`src/rtl/secded_pkg.sv`:
```
// Shared types and sizing helpers for the SECDED batch engine and its codec.
package secded_pkg;

   typedef enum logic [2:0] {st_idle, st_rd, st_calc, st_wr, st_done} state_e;

   typedef enum logic [1:0] {
      stat_ok     = 2'b00,
      stat_single = 2'b01,
      stat_double = 2'b10
   } status_e;

   // Hamming parity bits plus the overall parity bit p0.
   function automatic int unsigned parity_bits(input int unsigned data_w);
      int unsigned r;
      r = 0;
      while ((32'd1 << r) < data_w + r + 1) r++;
      return r + 1;
   endfunction

   function automatic int unsigned code_width(input int unsigned data_w);
      return data_w + parity_bits(data_w);
   endfunction

   // Code position of data bit idx: the idx-th non-power-of-two position above 2.
   function automatic int unsigned data_pos(input int unsigned idx);
      int unsigned n;
      int unsigned res;
      n = 0;
      res = 0;
      for (int unsigned pos = 3; pos < 64; pos++) begin
         if ((pos & (pos - 1)) != 0) begin
            if (n == idx) res = pos;
            n++;
         end
      end
      return res;
   endfunction

endpackage

```
`src/rtl/secded_codec.sv`:
```
// Combinational Hamming SECDED encoder and syndrome-based single-error corrector.
module secded_codec import secded_pkg::*; #(
   parameter int unsigned DATA_W = 11,
   localparam int unsigned CODE_W = code_width(DATA_W)
) (
   input  logic [DATA_W-1:0] data,
   input  logic [CODE_W-1:0] code,
   output logic [CODE_W-1:0] enc,
   output logic [DATA_W-1:0] dec_data,
   output status_e           status
);

   localparam int unsigned SYN_W = $clog2(CODE_W);

   logic [SYN_W-1:0]  syn;
   logic [CODE_W-1:0] fixed;
   logic              par;

   always_comb begin
      enc = '0;
      par = 1'b0;
      for (int unsigned i = 0; i < DATA_W; i++) enc[SYN_W'(data_pos(i))] = data[i];
      for (int unsigned k = 0; (32'd1 << k) < CODE_W; k++) begin
         par = 1'b0;
         for (int unsigned j = 1; j < CODE_W; j++) begin
            if ((j & (32'd1 << k)) != 0) par = par ^ enc[SYN_W'(j)];
         end
         enc[SYN_W'(32'd1 << k)] = par;
      end
      enc[0] = ^enc[CODE_W-1:1];
   end

   always_comb begin
      syn      = '0;
      fixed    = code;
      status   = stat_ok;
      dec_data = '0;
      for (int unsigned j = 1; j < CODE_W; j++) begin
         if (code[SYN_W'(j)]) syn = syn ^ SYN_W'(j);
      end
      // Odd overall parity means one flip; syndrome 0 then points at p0 itself.
      if (^code) begin
         fixed[syn] = ~fixed[syn];
         status     = stat_single;
      end else if (syn != '0) begin
         status = stat_double;
      end
      for (int unsigned i = 0; i < DATA_W; i++) dec_data[i] = fixed[SYN_W'(data_pos(i))];
   end

endmodule

```
`src/rtl/secded_batch_engine.sv`:
```
// Batch SECDED encode/decode engine on the byte-wide data-memory port.
// Define SECDED_STATS_EN to build the corrected/uncorrectable word counters.
module secded_batch_engine import secded_pkg::*; #(
   parameter int unsigned DATA_W    = 11,
   parameter int unsigned MSG_COUNT = 15,
   parameter int unsigned SRC_BASE  = 0,
   parameter int unsigned DST_BASE  = 30,
   parameter int unsigned ADDR_W    = 8
) (
   input  logic              clk,
   input  logic              reset,
   input  logic              start,
   input  logic              mode,
   output logic              busy,
   output logic              done,
   output logic [ADDR_W-1:0] mem_addr,
   output logic              mem_rd_en,
   input  logic [7:0]        mem_rd_data,
   output logic              mem_wr_en,
   output logic [7:0]        mem_wr_data,
   output logic [7:0]        err_single,
   output logic [7:0]        err_double
);

   localparam int unsigned CODE_W    = code_width(DATA_W);
   localparam int unsigned BYTES     = CODE_W / 8;
   localparam logic [2:0]  LAST_BYTE = 3'(BYTES);
   localparam logic [6:0]  LAST_WORD = 7'(MSG_COUNT - 1);

   state_e            state_q;
   logic              mode_q;
   logic [2:0]        byte_q;
   logic [6:0]        word_cnt_q;
   logic [CODE_W-1:0] buf_q;
   logic [CODE_W-1:0] out_q;
   logic [ADDR_W-1:0] rd_ptr_q;
   logic [ADDR_W-1:0] wr_ptr_q;

   logic [CODE_W-1:0] enc;
   logic [CODE_W-1:0] code_shift;
   logic [CODE_W-1:0] result;
   logic [DATA_W-1:0] dec_data;
   status_e           status;

   secded_codec #(.DATA_W(DATA_W)) u_codec (
      .data     (buf_q[DATA_W-1:0]),
      .code     (buf_q),
      .enc      (enc),
      .dec_data (dec_data),
      .status   (status)
   );

   // Bytes arrive LSB first, so each capture shifts the word down by one byte.
   always_comb begin
      code_shift = CODE_W'({mem_rd_data, buf_q} >> 8);
      result     = '0;
      if (mode_q) begin
         result[CODE_W-1 -: 2] = status;
         result[DATA_W-1:0]    = dec_data;
      end else begin
         result = enc;
      end
   end

   always_ff @(posedge clk or posedge reset) begin
      if (reset) begin
         state_q     <= st_idle;
         mode_q      <= 1'b0;
         byte_q      <= '0;
         word_cnt_q  <= '0;
         buf_q       <= '0;
         out_q       <= '0;
         rd_ptr_q    <= '0;
         wr_ptr_q    <= '0;
         busy        <= 1'b0;
         done        <= 1'b0;
         mem_addr    <= '0;
         mem_rd_en   <= 1'b0;
         mem_wr_en   <= 1'b0;
         mem_wr_data <= '0;
`ifdef SECDED_STATS_EN
         err_single  <= '0;
         err_double  <= '0;
`endif
      end else begin
         case (state_q)
            st_idle: begin
               if (start) begin
                  state_q    <= st_rd;
                  mode_q     <= mode;
                  busy       <= 1'b1;
                  done       <= 1'b0;
                  byte_q     <= '0;
                  word_cnt_q <= '0;
                  mem_rd_en  <= 1'b1;
                  mem_addr   <= ADDR_W'(SRC_BASE);
                  rd_ptr_q   <= ADDR_W'(SRC_BASE + 1);
                  wr_ptr_q   <= ADDR_W'(DST_BASE);
`ifdef SECDED_STATS_EN
                  err_single <= '0;
                  err_double <= '0;
`endif
               end
            end
            st_rd: begin
               byte_q <= byte_q + 3'd1;
               if (byte_q != '0) buf_q <= code_shift;
               if (byte_q + 3'd1 < LAST_BYTE) begin
                  mem_rd_en <= 1'b1;
                  mem_addr  <= rd_ptr_q;
                  rd_ptr_q  <= rd_ptr_q + 1'b1;
               end else begin
                  mem_rd_en <= 1'b0;
                  mem_addr  <= '0;
               end
               if (byte_q == LAST_BYTE) begin
                  state_q <= st_calc;
                  byte_q  <= '0;
               end
            end
            st_calc: begin
               out_q       <= result >> 8;
               mem_wr_en   <= 1'b1;
               mem_wr_data <= result[7:0];
               mem_addr    <= wr_ptr_q;
               wr_ptr_q    <= wr_ptr_q + 1'b1;
               byte_q      <= 3'd1;
               state_q     <= st_wr;
`ifdef SECDED_STATS_EN
               if (mode_q && status == stat_single && err_single != 8'hff) begin
                  err_single <= err_single + 8'd1;
               end
               if (mode_q && status == stat_double && err_double != 8'hff) begin
                  err_double <= err_double + 8'd1;
               end
`endif
            end
            st_wr: begin
               if (byte_q < LAST_BYTE) begin
                  mem_wr_data <= out_q[7:0];
                  out_q       <= out_q >> 8;
                  mem_addr    <= wr_ptr_q;
                  wr_ptr_q    <= wr_ptr_q + 1'b1;
                  byte_q      <= byte_q + 3'd1;
               end else begin
                  mem_wr_en <= 1'b0;
                  byte_q    <= '0;
                  if (word_cnt_q == LAST_WORD) begin
                     state_q  <= st_done;
                     mem_addr <= '0;
                  end else begin
                     word_cnt_q <= word_cnt_q + 7'd1;
                     state_q    <= st_rd;
                     mem_rd_en  <= 1'b1;
                     mem_addr   <= rd_ptr_q;
                     rd_ptr_q   <= rd_ptr_q + 1'b1;
                  end
               end
            end
            st_done: begin
               done    <= 1'b1;
               busy    <= 1'b0;
               state_q <= st_idle;
            end
            default: state_q <= st_idle;
         endcase
      end
   end

`ifndef SECDED_STATS_EN
   assign err_single = '0;
   assign err_double = '0;
`endif

endmodule

```
`config.mk`:
```
export PLATFORM = sky130hd
export DESIGN_NAME = secded_batch_engine
export DESIGN_NICKNAME = d
export VERILOG_FILES = /design/src/rtl/secded_pkg.sv /design/src/rtl/secded_codec.sv /design/src/rtl/secded_batch_engine.sv
export SDC_FILE = /design/constraint.sdc
export NUM_CORES = 1
export LEC_CHECK = 0
export ABC_AREA = 1
export CAP_MARGIN = 10
export CORE_ASPECT_RATIO = 0.7
export CORE_UTILIZATION = 35
export CTS_CLUSTER_SIZE = 25
export DETAILED_ROUTE_END_ITERATION = 12
export PLACE_DENSITY = 0.56
export SLEW_MARGIN = 40
export SYNTH_ARGS = -nofsm -noshare
export SYNTH_HDL_FRONTEND = slang
export SYNTH_HIERARCHICAL = 1
export SYNTH_SLANG_ARGS = --single-unit
```
`constraint.sdc`:
```
create_clock -name clk -period 2.38 [get_ports clk]
set_input_delay 0.357 -clock clk [delete_from_list [all_inputs] [get_ports clk]]
set_output_delay 0.357 -clock clk [all_outputs]
set_load 0.05 [all_outputs]
```
==> summary.txt, run 1 <==
Setup_tns -> -1254 ps
DRT Pass-1 Iters -> 5
Initial Utilization -> 36.13%
Highest metal used -> met4
Mapped Area -> 0.005077 mm^2
Largest stage delay, worst path -> 480 ps
Delay-heaviest family, CP -> XOR/XNOR gates
Clock latency on the worst-skew pair -> 340 ps
Reg area -> 0.001861 mm^2
Synth-to-Final Area Change -> 28.88%
Highest achievable clock rate -> 0.3934 GHz
Startpoint Class -> flip-flop
H-tree depth -> 3
Clk pin slew, worst setup/hold paths -> 60 ps
Most common cell in the synthesized netlist -> nand2_1
Die Y -> 102.8 um
Wire length on met1 -> 7122 um
Wire per inst -> 13.36 um
Clk buf depth -> 2
Vias in the first global route -> 4436
Relative slew slack -> 61.90%
Synth warn -> 6
Residual DRC -> 0
Detail Placement HPWL -> 9552 um
Finished Layout Cells -> 989
CTS tree -> done
Hold Path Class -> in2async
CTS sink count -> 74
Synth top area cells -> dfrtp_1, nand2_1, nor2_1
GRT Total Usage -> 18.99%
Maxcap violations -> 0
Avg Cell Area, Syn -> 7.202 um^2
Port-buffer cells -> 31
Status -> finished, violations left
Fillers -> 1388
Average vias per placed instance -> 4.677
Met2 wire length -> 5399 um
FF+latch count, synth -> 74
Share of cells above drive strength 1 -> 24.28%
Crit Path Class -> reg2reg
Period Utilization, post-route -> 106.8%
Total congestion overflow -> 0
Clock skew -> 9.670 ps
Post-synth top area share -> 36.47%
CP arrival -> 2800 ps
Critical path required time -> 2640 ps
Final Hold Fails -> 0
Antenna fix cells -> 0
Placed insts -> 958
Pin count of the biggest net entering global routing -> 75
Final core occ -> 46.56%
WP buf/inv -> 2
Number of synthesized flops with an enable pin -> 0
Cells after synthesis -> 705
Failing checks -> negative setup slack
Nets -> 815
IO Count -> 48
Critical path's slowest cell -> dfrtp_2
Ys async rst share -> 100.0%
Iteration-0 DRC Markers -> 331
Fin. max-slew vios -> 0
Ys flop type -> dfrtp_1
Final Routed Wirelength -> 13220 um
Post-synth cell types -> 34
CP Cell Sequence -> xnor2_4, xor2_4, buf_12, xor2_4, nand3_2, nand3_2, nand2_2, nand2_2, nor2_4, buf_4, a21oi_2, nor2_1, o21ai_1, o21ai_1, a21oi_1
CTS Buf Count -> 9
Chip width -> 146.0 um
RePlAce Congestion -> 0.9291
Leading area contributor after synthesis -> dfrtp_1
Core area -> 0.01405 mm^2
Die Footprint -> 0.01500 mm^2
Global-route wire length before repair -> 22470 um
Minimum clock period -> 2542 ps
Number of core rows -> 36
RSZ-0062 raised after global routing -> true
Commonest cells post-synth -> nand2_1, nor2_1, dfrtp_1
Sequential fraction of the synthesis area -> 36.47%
Met3 WL post-DR -> 581 um
DRT antenna net count -> 0
CP Max Fanout -> 6
Final worst slack -> -161.8 ps
Slew @ Worst Pin -> 570.2 ps
Final setup violating endpoints -> 10
Root Driver -> clkbuf_16
Min Hold Slack -> 426.7 ps
Initial antenna violation count -> 0
Type of destination of the critical path -> flip-flop
Multi-input logic area -> 0.002979 mm^2
Vias -> 4626
-- metrics by stage --
| stage | cell area (um^2) | setup WS [ps] |
|---|---|---|
| after floorplan | 5134 | 141.1 |
| after global placement | 5847 | -341.2 |
| after detailed placement | 5847 | -419.9 |
| after CTS | 6380 | -68.31 |
| after global routing | 6544 | -322.6 |
| final | 6544 | -161.8 |
-- worst paths after layout --
check                               start        endpoint  cells after the start  slack [ps]
worst max-delay path            buf_q[11]  mem_wr_data[5]                     15        -160
worst min-delay path                reset     wr_ptr_q[2]                      3         430
worst max register to register  buf_q[11]  mem_wr_data[5]                     15        -160
worst min register to register       busy            busy                      2         470
max in group asynchronous           reset  mem_wr_data[1]                      3        1620
min in group clk                     busy            busy                      2         470
-- logic make-up (layout without fill, tap and decap cells) --
group | Yosys count | in the layout | share of synthesized area [%]
AND/OR/NAND/NOR | 384 | 384 | 31.47
buffers and inverters | 112 | 191 | 10.89
flip-flops | 74 | 74 | 36.47
AO/OA/AOI/OAI | 73 | 73 | 8.674
XOR/XNOR | 44 | 44 | 8.477
multiplexers | 10 | 10 | 2.218
adder cells (fa/ha/maj) | 7 | 7 | 1.725
other | 1 | 16 | 0.07386
-- cell usage in the layout, fill, tap and decap left out, types with 7 or more instances in the layout --
cell,instances
clkdlybuf4s50_1,31
nand4_1,7
inv_2,9
inv_1,60
a21oi_2,9
clkbuf_16,9
xor2_1,13
conb_1,16
nor2_1,83
nand3_1,45
dfrtp_1,67
dfrtp_2,7
buf_4,70
nand2_1,199
mux2_2,10
a21oi_1,20
nor2_2,15
o21ai_1,16
o21ai_0,14
xnor2_1,19
nand2_2,17
ha_1,7
-- sequential cells by signal (all words and copies together) (netlist names), 3 cells and up --
| register | flops |
|---|---|
| buf_q | 16 |
| out_q | 8 |
| state_q | 3 |
| mem_addr | 8 |
| wr_ptr_q | 8 |
| rd_ptr_q | 8 |
| word_cnt_q | 7 |
| byte_q | 3 |
| mem_wr_data | 8 |
-- worst reg2reg max path, stage by stage, from the launching register on --
cell and delay [ps]:
dfrtp_2 480, xnor2_4 270, xor2_4 240, buf_12 140, xor2_4 230, nand3_2 110, nand3_2 80, nand2_2 50
nand2_2 80, nor2_4 50, buf_4 140, a21oi_2 130, nor2_1 60, o21ai_1 170, o21ai_1 110, a21oi_1 120
-- per-layer routing --
metal	vias to the layer above	GRT usage, %
met4	0	4.211
met1	2155	28.56
met2	108	28.23
met5	-	0
met3	9	3.274
li1	2354	-
-- layout make-up --
class | instances | area share, %
multi-input cells | 534 | 45.53
well taps | 190 | 3.633
inverters | 70 | 4.015
clock inverters | 4 | 0.6883
clock buffers | 10 | 3.499
repair buffers | 107 | 14.21
flip-flops and latches | 74 | 28.43
-- repair_timing --
item | CTS | global route
pin swaps | 27 | 43
setup endpoints to repair | 11 | 12
endpoints found under the hold margin | 0 | 0
setup buffers | 12 | 5
hold buffers | 0 | 0
cloned | 0 | 0
gates resized for setup | 40 | 41
Power of run 1 is left out: the tool's default activity adds up to more than one toggle a clock period on the data nets, which glitch-free logic cannot reach.
==> run 2, diff against run 1 <==
Settings changed: ABC_CLOCK_PERIOD_IN_PS set to 2380, CTS_CLUSTER_SIZE 25 to 20.
==> results of run 2 <==
The final DEF is identical to that of run 1; final timing and power are the same.
Power of run 2 is left out for the same reason.
